### config.mk
export PLATFORM = sky130hd
export DESIGN_NAME = btn_debounce_flat
export DESIGN_NICKNAME = d
export VERILOG_FILES = /design/src/rtl/btn_debounce_pkg.sv /design/src/rtl/btn_debounce_if.sv /design/src/rtl/btn_debounce_channel.sv /design/src/rtl/btn_debounce.sv /design/src/flat_wrapper.sv
export SDC_FILE = /design/constraint.sdc
export NUM_CORES = 1
export LEC_CHECK = 0
export ABC_CLOCK_PERIOD_IN_PS = 3700
export CAP_MARGIN = 10
export CORE_MARGIN = 3
export CORE_UTILIZATION = 25
export CTS_BUF_LIST = sky130_fd_sc_hd__clkbuf_16
export DETAILED_ROUTE_END_ITERATION = 6
export GPL_TIMING_DRIVEN = 0
export PLACE_DENSITY = 0.49
export SLEW_MARGIN = 25
export SYNTH_ARGS = -nofsm -noshare
export SYNTH_HDL_FRONTEND = slang
export SYNTH_SLANG_ARGS = --single-unit
### constraint.sdc
create_clock -name clk -period 3.7 [get_ports clk]
set_input_delay 0.74 -clock clk [delete_from_list [all_inputs] [get_ports clk]]
set_output_delay 0.74 -clock clk [all_outputs]
set_load 0.02 [all_outputs]
### src/rtl/btn_debounce_pkg.sv
// Shared constants for the button conditioner: channel indices and debounce windows.
// SIM_DEBOUNCE_CYCLES keeps simulation windows short; DEBOUNCE_CYCLES is 10 ms at 100 MHz.
package debounce_pkg;

  localparam int BTN_UP     = 0;
  localparam int BTN_DOWN   = 1;
  localparam int BTN_LEFT   = 2;
  localparam int BTN_RIGHT  = 3;
  localparam int BTN_CENTER = 4;
  localparam int NUM_BTNS   = 5;

  localparam int DEBOUNCE_CYCLES     = 1_000_000;
  localparam int SIM_DEBOUNCE_CYCLES = 4;

endpackage

### src/rtl/btn_debounce_if.sv
// Button bus between board inputs and the conditioner: raw levels in, clean levels out.
// Optional per-channel change strobe exists only when BTN_DEBOUNCE_CHG_EN is defined.
interface btn_debounce_if #(
  parameter int N = 5
);
  logic [N-1:0] I;
  logic [N-1:0] Y;
`ifdef BTN_DEBOUNCE_CHG_EN
  logic [N-1:0] chg;

  modport master (output I, input Y, input chg);
  modport slave  (input I, output Y, output chg);
`else
  modport master (output I, input Y);
  modport slave  (input I, output Y);
`endif
endinterface

### src/rtl/btn_debounce_channel.sv
// Single-bit debouncer: 2-flop synchronizer, saturating stability counter, registered level.
// Y follows a new level CNT_MAX+2 edges after it is first sampled; chg (BTN_DEBOUNCE_CHG_EN) marks that cycle.
module debounce_channel
  import debounce_pkg::*;
#(
  parameter int CNT_MAX = DEBOUNCE_CYCLES
) (
  input  logic clk,
  input  logic rst,
  input  logic i_btn,
`ifdef BTN_DEBOUNCE_CHG_EN
  output logic o_chg,
`endif
  output logic o_y
);

  localparam int CW = (CNT_MAX > 1) ? $clog2(CNT_MAX) : 1;
  localparam logic [CW-1:0] CNT_LAST = CW'(CNT_MAX - 1);

  logic          r_s1;
  logic          r_s2;
  logic [CW-1:0] r_cnt;
  logic          r_y;
  logic          w_diff;
  logic          w_done;

  assign w_diff = r_s2 ^ r_y;
  assign w_done = (r_cnt == CNT_LAST);

  // Any cycle where the synchronized level agrees with Y restarts qualification.
  always_ff @(posedge clk or posedge rst) begin
    if (rst) begin
      r_s1  <= 1'b0;
      r_s2  <= 1'b0;
      r_cnt <= '0;
      r_y   <= 1'b0;
    end else begin
      r_s1 <= i_btn;
      r_s2 <= r_s1;
      if (!w_diff) begin
        r_cnt <= '0;
      end else if (w_done) begin
        r_y   <= r_s2;
        r_cnt <= '0;
      end else begin
        r_cnt <= r_cnt + 1'b1;
      end
    end
  end

  assign o_y = r_y;

`ifdef BTN_DEBOUNCE_CHG_EN
  logic r_chg;

  always_ff @(posedge clk or posedge rst) begin
    if (rst) begin
      r_chg <= 1'b0;
    end else begin
      r_chg <= w_diff & w_done;
    end
  end

  assign o_chg = r_chg;
`endif

endmodule

### src/rtl/btn_debounce.sv
// N independent button debouncers; each Y bit is registered, no combinational path from I.
// Optional change strobes per channel are built in when BTN_DEBOUNCE_CHG_EN is defined.
module btn_debounce
  import debounce_pkg::*;
#(
  parameter int N       = NUM_BTNS,
  parameter int CNT_MAX = DEBOUNCE_CYCLES
) (
  input  logic            clk,
  input  logic            rst,
  btn_debounce_if.slave   bus
);

  logic [N-1:0] w_y;
`ifdef BTN_DEBOUNCE_CHG_EN
  logic [N-1:0] w_chg;
`endif

  for (genvar g = 0; g < N; g++) begin : g_ch
    debounce_channel #(
      .CNT_MAX (CNT_MAX)
    ) u_ch (
      .clk   (clk),
      .rst   (rst),
      .i_btn (bus.I[g]),
`ifdef BTN_DEBOUNCE_CHG_EN
      .o_chg (w_chg[g]),
`endif
      .o_y   (w_y[g])
    );
  end

  assign bus.Y = w_y;
`ifdef BTN_DEBOUNCE_CHG_EN
  assign bus.chg = w_chg;
`endif

endmodule

### src/flat_wrapper.sv
// flat-port wrapper written by rule: the top's interface ports become plain ports
module btn_debounce_flat import debounce_pkg::*;
#(
  parameter int N       = NUM_BTNS,
  parameter int CNT_MAX = DEBOUNCE_CYCLES
)
  (clk, rst, bus_I, bus_Y);
  btn_debounce_if #(.N(N)) bus_i ();
  input  logic clk;
  input  logic rst;
  input wire logic [$bits(bus_i.I)-1:0] bus_I;
  output wire logic [$bits(bus_i.Y)-1:0] bus_Y;
  assign bus_i.I = bus_I;
  assign bus_Y = bus_i.Y;
  btn_debounce #(.N(N), .CNT_MAX(CNT_MAX)) u_core (.clk(clk), .rst(rst), .bus(bus_i));
endmodule
# --- Yosys cells after proc, flatten, opt, wreduce, memory -nomap -nowiden ---
# Index checks and enable logic that the tools add are counted.
word_totals:
  out_inout_bits: 5
  reg_bits: 115
op_classes:
  n_bitwise: 5
  muxes: 10
  eq_ne: 5
  n_addsub: 5
  n_reduce_logical: 5
op_table:
  columns: ["operator", "n"]
  rows:
  - ["two-way mux 20 bit", 10]
  - ["adder 20 x 1 -> 20 bit (second input constant)", 5]
  - ["equality test 20 bit (second input constant)", 5]
  - ["AND reduction 2 bit", 5]
  - ["XOR 1 bit", 5]

# --- Longest topological paths before layout ---
# Gate-level depths: netlist of the first run.
depth:
  word_depth: 3
  depth_mapped: 6

# --- Modules after synthesis ---
# Synthesis of the first run repeated with hierarchy kept, for this count alone.
hier_totals:
  hier_cells: 535
  area_unflattened_um2: 5592.9
by_module_without_submodules:
  columns: ["mod", "cells_per_inst", "area_each_um2", "instances"]
  rows:
  - ["debounce_channel", 107, 1118.6, 5]

# --- Least setup slack after synthesis of the first run ---
# Ideal clock, no wire load.
synth_path:
  kind: "reg2reg"
  from: "register u_core.g_ch[2].u_ch.r_cnt[13]"
  to: "register u_core.g_ch[2].u_ch.r_y"
  t_required_ns: 3.575
  path_stages_with_launch: 5
  path_buffers: 0
  t_arrival_ns: 1.940
  slack_ns: 1.635
  path_cell_list: "dfrtp_1 > or4b_1 > or4_4 > nor2_1 > mux2_2"
synth_via:
  elab_chain_len: 2
synth_rtl:
  columns: ["element", "line_no", "source"]
  rows:
  - ["start, declared", "btn_debounce_channel.sv:22", "logic [CW-1:0] r_cnt;"]
  - ["start signal, assigned", "btn_debounce_channel.sv:46", "r_cnt <= r_cnt + 1'b1;"]
  - ["equality test 20 bit", "btn_debounce_channel.sv:28", "assign w_done = (r_cnt == CNT_LAST);"]
  - ["AND reduction 2 bit (no source line)", null, null]
  - ["end signal, assigned", "btn_debounce_channel.sv:43", "r_y <= r_s2;"]
  - ["end, declared", "btn_debounce_channel.sv:23", "logic r_y;"]
# No other way between the ends.
# A chain may end at the register's enable or synchronous reset.

# --- Worst setup path in the final report of the first run ---
layout_path:
  from: "register u_core.g_ch[2].u_ch.r_y"
  to: "output port bus_Y[2]"
layout_lines:
  columns: ["element", "line_no", "source"]
  rows:
  - ["end, declared", "flat_wrapper.sv:12", "output wire logic [$bits(bus_i.Y)-1:0] bus_Y;"]
# No word-level cell between the ends.

==> impl_metrics.toml, run 1 <==
[clocking]
cts_root_buffer = "clkbuf_16"
cts_tree = "done"
clk_pin_slew_ns = 0.05
clock_latency_ns = 0.41
cts_setup_buffers = 0
htree_levels = 4
numCtsBuffers = 17
clock-sinks = 115
clk_path_buf_depth = 2
cts_hold_buf = 0
cts_resized = 0

[status]
status = "finished clean"

[timing]
drv_slew = 0
setup_viol = 0
hold_viol_final = 0
clock-skew-final_ns = 0.005404
rsz0062_at_grt = "false"
relSlewSlack_pct = 48.50
setup_tns_ns = 0
max_freq_mhz = 438.7
fin_crit_ns = 2.280
period_share_pct = 61.61
tightest_slew_ns = 0.7655
layout_setup_ws_ns = 1.420
hold_ws_ns = 0.3455

[routing]
drc = 0
post_drt_wl_per_cell_um = 12.16
via_count = 4006
wl_um = 10540
dr.pass1.iters = 4
ant_nets = 0
drt-initial-drc-count = 171
routed_via_density = 4.621

[global_route]
globalRouteTotalUtil_pct = 9.515
grt_pass1_vias = 4004
grt_antenna_before_repair = 0
grt_max_degree = 33
grt-ovfl-total = 0
grt_pass1_wl_um = 18640

[critical_path]
cp.required_ns = 2.96
cp-start-kind = "register"
critPathKind = "reg -> out"
crit_path_end_kind = "output port"
crit_fanout = 3
arrival_ns = 1.54

[layout]
final_util_pct = 30.72
insertedDiodeCount = 0
drive_above_1_share_pct = 8.953
multi_input_area_um2 = 2430
nets = 594
fill_cells = 2155
area_delta_synth_final_pct = 19.07
final_cell_mix = "115 x dfrtp_1, 93 x nor2_1, 46 x xnor2_1"
final-seq-area_um2 = 2878
layout_commonest_cell = "dfrtp_1"

[die]
dieArea_um2 = 23780
die-width_um = 154.2
core_area_um2 = 21290
dieHeight_um = 154.2
rows = 53
ios = 12
initial_core_util_pct = 25.80

[run]
drv_cap = 0

[synthesis]
synth-edff-count = 0
synth_cell_types = 34
ys_seq_area_share_pct = 52.40
postSynthCellCount = 548
yosysWarnings = 0
synth_nets = 560
async_flop_share_pct = 100.0
synth_seq_cells = 115
syn_area_per_cell_um2 = 10.02
ys.flop_type = "dfrtp_1"
synth_area_um2 = 5492

[placed_design]
place_hpwl_um = 7260
dp_slack_ns = 1.454
port_buffers = 11
place_congestion = 0.7802

[power]
power_density_nw_per_um2 = 427.7
vdd_drop_max_mv = 0.2123
p_leak_nw = 2.556

[hold_path]
hold_path_class = "reg -> reg"
-- final timing paths --
check,startpoint,to,slack [ns],cells past startpoint
worst max register to register,u_core.g_ch[2].u_ch.r_cnt[0]$_DFF_PP0_,u_core.g_ch[2].u_ch.o_y$_DFFE_PP0P_,1.47,5
min in group asynchronous,rst,u_core.g_ch[1].u_ch.r_s1$_DFF_PP0_,0.67,2
max in group asynchronous,rst,u_core.g_ch[3].u_ch.r_cnt[13]$_DFF_PP0_,2.17,5
worst max-delay path,u_core.g_ch[2].u_ch.o_y$_DFFE_PP0P_,bus_Y[2],1.42,2
worst min register to register,u_core.g_ch[4].u_ch.r_s1$_DFF_PP0_,u_core.g_ch[4].u_ch.r_s2$_DFF_PP0_,0.35,0
worst min-delay path,u_core.g_ch[4].u_ch.r_s1$_DFF_PP0_,u_core.g_ch[4].u_ch.r_s2$_DFF_PP0_,0.35,0
-- metrics by stage --
stage	instances	power [mW]	instance area, µm²
2_1_floorplan	548	1.371	5495
3_3_place_gp	834	1.397	5949
3_5_place_dp	838	1.411	6037
4_1_cts	867	2.852	6539
5_1_grt	867	2.930	6539
6_report	867	2.797	6539
-- logic make-up (layout without fill, tap and decap cells) --
logic type | Yosys count | in the layout | share of synthesized area, %
AOI/OAI and AO/OA | 44 | 44 | 5.012
xor gates and xnor gates | 73 | 73 | 11.64
adders and majority gates | 5 | 5 | 1.139
buffers and inverters | 39 | 83 | 3.349
DFF | 115 | 115 | 52.40
muxes | 9 | 9 | 1.754
and+or+nand+nor | 263 | 263 | 24.70
-- report_power, final --
group / total, mW / internal, mW / switching, mW
sequential: 1.30 / 1.28 / 0.0165
combinational: 0.0913 / 0.0338 / 0.0575
clock: 1.41 / 0.884 / 0.526
-- per-layer routing --
metal | global-route usage, % | share of wire [%] | vias up
met1 | 12.27 | 49 | 1940
met4 | 4.458 | 1.8 | 0
li1 | - | - | 1996
met5 | 0 | 0 | -
met3 | 2.462 | 2.8 | 13
met2 | 14.95 | 46 | 57
-- sequential cells by signal, summed over array words and instances (netlist names) --
name / flops
u_core.g_ch.u_ch.o_y: 5
u_core.g_ch.u_ch.r_cnt: 100
u_core.g_ch.u_ch.r_s1: 5
u_core.g_ch.u_ch.r_s2: 5
-- cells in the mapped netlist (5+ instances only) --
cell	instances	share of area [%]
a21oi_1	18	1.6
and3_1	10	1.1
and4_1	5	0.80
buf_4	5	0.68
clkbuf_1	6	0.41
dfrtp_1	115	52
ha_1	5	1.1
inv_1	23	1.6
mux2_2	5	1.0
nand2_1	27	1.8
nand3_1	33	3.0
nand4_1	26	3.0
nor2_1	93	6.4
nor3_1	19	1.7
nor4_1	19	2.2
o21ai_0	13	1.2
o31ai_1	7	0.96
or4_1	6	0.82
or4b_1	5	0.91
xnor2_1	46	7.3
xor2_1	27	4.3
-- final cells by class --
cell class,count,area share (%)
Timing Repair Buffer,15,3.023
Clock inverter,12,1.167
Clock buffer,17,6.506
Sequential cell,115,44.01
Inverter,23,1.378
Multi-Input combinational cell,394,37.16
Buffer,16,1.493
Tap cell,275,5.262
-- critical path, stage by stage, from the launching register on --
cell and delay, ns:
dfrtp_1 0.39, buf_4 0.12, clkdlybuf4s50_1 0.62
No activity file was read; power rests on OpenSTA's default activity.
==> run 2: changes to the inputs <==
--- a/config.mk
+++ b/config.mk
@@ -5,7 +5,7 @@
 export SDC_FILE = /design/constraint.sdc
 export NUM_CORES = 1
 export LEC_CHECK = 0
-export ABC_CLOCK_PERIOD_IN_PS = 3700
+export ABC_CLOCK_PERIOD_IN_PS = 1980
 export CAP_MARGIN = 10
 export CORE_MARGIN = 3
 export CORE_UTILIZATION = 25
==> constraint.sdc (replaced) <==
create_clock -name clk -period 1.98 [get_ports clk]
set_input_delay 0.396 -clock clk [delete_from_list [all_inputs] [get_ports clk]]
set_output_delay 0.396 -clock clk [all_outputs]
set_load 0.02 [all_outputs]
==> run 2 against run 1 <==
Compared with the run above:
- the flow now finishes with violations (setup timing)
- global-route usage up 0.46 points
- combinational power up 130%
- clock skew up 0.0017 ns
- setup slack worse by 1.5 ns
- hold slack worse by 0.021 ns
- clock power up 96%
- largest power group unchanged
- first-iteration DRC count up 8.2%
- sequential power up 86%
- register-to-register slack worse by 1.5 ns
- via count up 4.9%
- die area unchanged
- flip-flop and latch count unchanged
==> impl_metrics.toml, run 2 (same netlist as run 1, synthesis figures left out) <==
[critical_path]
critPathKind = "reg -> reg"
crit_fanout = 5
cp.required_ns = 2.28
max_stage_delay_ns = 0.53
cp_num_buf_inv = 1
arrival_ns = 2.35
cp_top_family = "simple AND/OR/NAND/NOR gates"
crit_chain = "or4_1 > or4_4 > o21ai_4 > buf_6 > nor2_1"
critPathSlowestCell = "or4_4"
cp-start-kind = "register"
crit_path_end_kind = "register"

[timing]
setup_tns_ns = -1.052
max_freq_mhz = 488.1
relSlewSlack_pct = 58.90
hold_viol_final = 0
setup_viol = 33
period_share_pct = 103.5
layout_setup_ws_ns = -0.06893
hold_ws_ns = 0.3249
fin_crit_ns = 2.049
rsz0062_at_grt = "true"
clock-skew-final_ns = 0.007110
drv_slew = 0
tightest_slew_ns = 0.6108

[layout]
area_delta_synth_final_pct = 27.98
largest_reg_flops = 100
final_util_pct = 33.02
regMostFlops = "u_core.g_ch.u_ch.r_cnt"
layout_commonest_cell = "dfrtp_1"
final_cells = 897
drive_above_1_share_pct = 19.77
final_cell_mix = "113 x dfrtp_1, 71 x nor2_1, 46 x xnor2_1"
insertedDiodeCount = 0
nets = 622

[power]
power_density_nw_per_um2 = 766.9
p_leak_nw = 2.762
vdd_drop_max_mv = 0.5120

[die]
core_area_um2 = 21290
initial_core_util_pct = 25.80
dieArea_um2 = 23780
rows = 53
ios = 12
die-width_um = 154.2
dieHeight_um = 154.2

[clocking]
cts_root_buffer = "clkbuf_16"
htree_levels = 4
numCtsBuffers = 17
clk_path_buf_depth = 2
clk_pin_slew_ns = 0.05
clock_latency_ns = 0.41
cts_tree = "done"
clock-sinks = 115

[placed_design]
place_hpwl_um = 7287
dp_slack_ns = -0.2631
place_inst = 838
place_congestion = 0.7626
port_buffers = 11

[run]
drv_cap = 0

[global_route]
grt_antenna_before_repair = 0
grt_max_degree = 33
grt_pass1_vias = 4233
grt_pass1_wl_um = 19770
globalRouteTotalUtil_pct = 9.973
grt-ovfl-total = 0

[hold_path]
hold_path_class = "in -> async"

[routing]
drc = 0
routed_via_density = 4.687
dr.pass1.iters = 4
drt-initial-drc-count = 185
ant_nets = 0
via_count = 4204
wl_um = 11240
post_drt_wl_per_cell_um = 12.53

[status]
status = "complete, but fails checks"
violations = "setup timing"
[run 2: changes by cell type in the layout (fill, tap and decap cells not counted), moves of 4 or more]
cell,previous run,this run
nor2_1,93,71
nor4_1,19,14
nor2_4,0,8
buf_4,5,33
nor2_2,0,14
clkbuf_1,6,1
buf_6,2,6
[run 2: cell type report]
type / count / area [µm²]
buffer: 15 / 108.9
clock buffer: 17 / 425.4
clock inverter: 14 / 106.4
fill: 2123 / 14260
inverter: 23 / 90.09
multi-input combinational: 394 / 2635
sequential: 115 / 2880
tap: 275 / 344.1
timing repair buffer: 44 / 437.9
[run 2: worst reg2reg max path: cells and delay by family (launching register included)]
family	cells	cell delay, ns
flip-flops	1	0.38
AND/OR/NAND/NOR	3	1.09
AO/OA/AOI/OAI	1	0.28
buffers and inverters	1	0.19
[run 2: worst paths after layout]
path | startpoint | to | slack (ns) | cells after the start
max in group asynchronous | rst | u_core.g_ch[3].u_ch.r_cnt[7]$_DFF_PP0_ | 0.78 | 5
min in group clk | u_core.g_ch[2].u_ch.r_s1$_DFF_PP0_ | u_core.g_ch[2].u_ch.r_s2$_DFF_PP0_ | 0.35 | 0
max reg2reg | u_core.g_ch[0].u_ch.r_cnt[7]$_DFF_PP0_ | u_core.g_ch[0].u_ch.r_cnt[10]$_DFF_PP0_ | -0.07 | 5
min | rst | u_core.g_ch[1].u_ch.r_s1$_DFF_PP0_ | 0.32 | 2
max | u_core.g_ch[0].u_ch.r_cnt[7]$_DFF_PP0_ | u_core.g_ch[0].u_ch.r_cnt[10]$_DFF_PP0_ | -0.07 | 5
min reg2reg | u_core.g_ch[2].u_ch.r_s1$_DFF_PP0_ | u_core.g_ch[2].u_ch.r_s2$_DFF_PP0_ | 0.35 | 0
[run 2: per-stage QoR]
step,total power [mW],area (µm²)
3_5_place_dp,2.640,6056
2_1_floorplan,2.562,5514
4_1_cts,5.460,6783
5_1_grt,5.624,7028
6_report,5.390,7028
3_3_place_gp,2.611,5968
[run 2: per-layer routing]
metal  up-vias  share of wire [%]  global-route usage (%)
met5         -                  0                       0
met4         0                1.7                   4.752
li1       2051                  -                       -
met2        53                 49                   15.99
met3        16                2.1                   2.406
met1      2084                 47                   12.68
[run 2: report_power, final]
group / switching, mW / total, mW / internal, mW
Sequential: 0.0322 / 2.42 / 2.39
Combinational: 0.126 / 0.211 / 0.0856
Clock: 0.974 / 2.76 / 1.78
Total: 1.13 / 5.39 / 4.26
[run 2: timing repair]
| item | in CTS | in global routing |
|---|---|---|
| hold buffers | 0 | 0 |
| gates cloned | 1 | 0 |
| setup buffers | 13 | 15 |
| endpoints found under the setup margin | 62 | 102 |
| pin swaps | 17 | 15 |
| resized for setup | 25 | 44 |
==> RTL change: new RTL, flow settings as in run 2 <==
Set the package constant `NUM_BTNS` to 10 (it was 5).
--- a/src/rtl/btn_debounce_pkg.sv
+++ b/src/rtl/btn_debounce_pkg.sv
@@ -7,7 +7,7 @@
   localparam int BTN_LEFT   = 2;
   localparam int BTN_RIGHT  = 3;
   localparam int BTN_CENTER = 4;
-  localparam int NUM_BTNS   = 5;
+  localparam int NUM_BTNS   = 10;
 
   localparam int DEBOUNCE_CYCLES     = 1_000_000;
   localparam int SIM_DEBOUNCE_CYCLES = 4;
Interface: changed (resized bus_I and bus_Y); port bits go from 12 to 22. The function was not compared with the original's and may differ.
==> RTL change against run 2 <==
  * The flow still finishes with violations (negative setup slack)
  * Sequential cell count up 115
  * Utilization down 0.93 points
  * Cell area up 98%
  * Global-route usage down 0.30 points
  * Total power up 93%
  * Synthesized cell count up 110%
  * Routed wire length up 100%
  * Combinational power up 120%
  * Sequential power up 100%
  * Synthesized area up 100%
  * Setup slack worse by 0.064 ns
  * Count of clock-buffer cells in the layout up 11
  * Critical path type unchanged
  * Critical endpoint is now u_core.g_ch[2].u_ch.r_cnt[10]$_DFF_PP0_
  * Largest cell class unchanged
==> RTL change: results (changes against run 2) <==
Routing
  • Met3 Wirelength: 745 microns (was 235 microns)
  • Via Count: 8426 (was 4204)
  • M1 wire length: 11000 microns (was 5330 microns)
  • Final WL: 22800 microns (was 11200 microns)
  • WL met2: 10600 microns (was 5480 microns)

Finish
  • Sequential cell count: 230 (was 115)
  • Final non-filler cell total: 1831 (was 897)
  • Clk tree area frac: 6.57% (was 7.57%)
  • Logic inverters: 38 (was 23)
  • Layout non-clock buf frac: 7.64% (was 7.78%)
  • Fillers: 4492 (was 2123)
  • Max reg flops: 200 (was 100)
  • Seq area share: 41.4% (was 41.0%)
  • Fraction of area in multi-input gates: 38.1% (was 37.5%)
  • Final non-filler cell area: 0.0139 sq mm (was 0.00703 sq mm)
  • Nets: 1248 (was 622)
  • Layout cell share with drive strength beyond 1: 19.3% (was 19.8%)

STA
  • Worst Slack Setup Final: -0.133 ns (was -0.0689 ns)
  • Final setup viols: 42 (was 33)
  • Worst Tran Pin Value: 0.580 ns (was 0.611 ns)
  • Setup TNS: -2.62 ns (was -1.05 ns)

Logic synthesis
  • Post-Synth XOR/XNOR Area: 9.51% (was 11.6%)
  • Compound-Gate Fraction of Synth Area: 7.69% (was 5.01%)
  • Netlist Area Pre-Place: 0.0110 sq mm (was 0.00549 sq mm)
  • Seq/Total Area, Yosys: 52.1% (was 52.4%)
  • Mapped Cells: 1126 (was 548)
  • Multiplexer share of the synthesized area: 1.02% (was 1.75%)
  • Top cells by area, synth: dfrtp_1, xnor2_1, nor2_1 (unchanged)
  • Mapped Nets: 1148 (was 560)

Clock tree
  • Number of post-CTS setup repair buffers: 23 (was 13)
  • Clock Tree Buf Depth: 3 (was 2)
  • Post-CTS sizing: 61 (was 25)
  • CTS Buf Count: 28 (was 17)
  • Clock sink count: 230 (was 115)
  • H-tree Lvls: 1 (was 4)
  • Worst skew pair latency: 0.56 ns (was 0.41 ns)

Run status
  • Status: complete, but fails checks (unchanged)
  • Failing checks: negative setup slack (unchanged)

Pwr
  • Overall Power: 10400 uW (was 5390 uW)
  • Peak supply drop: 0.450 mV (was 0.512 mV)
  • Sw Ratio: 22.5% (was 21.0%)
  • Leakage: 0.00543 uW (was 0.00276 uW)

GRT
  • GR Util met3: 2.06% (was 2.41%)
  • M2 GR Usage: 15.8% (was 16.0%)
  • GRT Resource Usage Total: 9.67% (was 9.97%)
  • GR Util met1: 13.1% (was 12.7%)
  • Number of global-route vias before repair: 8289 (was 4233)
  • First-pass GRT wire length: 39500 microns (was 19800 microns)

Placed design
  • Input/output buffers: 21 (was 11)
  • Post-DP HPWL: 14800 microns (was 7290 microns)
  • Dpl cells: 1741 (was 838)
  • Area after DPL: 0.0122 sq mm (was 0.00606 sq mm)
  • Worst slack at placement: -0.168 ns (was -0.263 ns)

Worst setup path
  • CP Data Arrival Time: 2.56 ns (was 2.35 ns)
  • Reg2Reg Depth: 6 (was 5)
  • Worst stage delay on the critical path: 0.56 ns (was 0.53 ns)
RTL change: final timing paths:
kind                                                      endpoint                                    start  slack [ns]
min reg2reg                     u_core.g_ch[6].u_ch.r_s2$_DFF_PP0_       u_core.g_ch[6].u_ch.r_s1$_DFF_PP0_        0.35
min in group clk                u_core.g_ch[5].u_ch.r_s1$_DFF_PP0_                                 bus_I[5]        0.28
max in group asynchronous  u_core.g_ch[7].u_ch.r_cnt[15]$_DFF_PP0_                                      rst        0.64
max                        u_core.g_ch[2].u_ch.r_cnt[10]$_DFF_PP0_  u_core.g_ch[2].u_ch.r_cnt[13]$_DFF_PP0_       -0.13
min                            u_core.g_ch[8].u_ch.o_y$_DFFE_PP0P_                                      rst        0.25
max reg2reg                u_core.g_ch[2].u_ch.r_cnt[10]$_DFF_PP0_  u_core.g_ch[2].u_ch.r_cnt[13]$_DFF_PP0_       -0.13
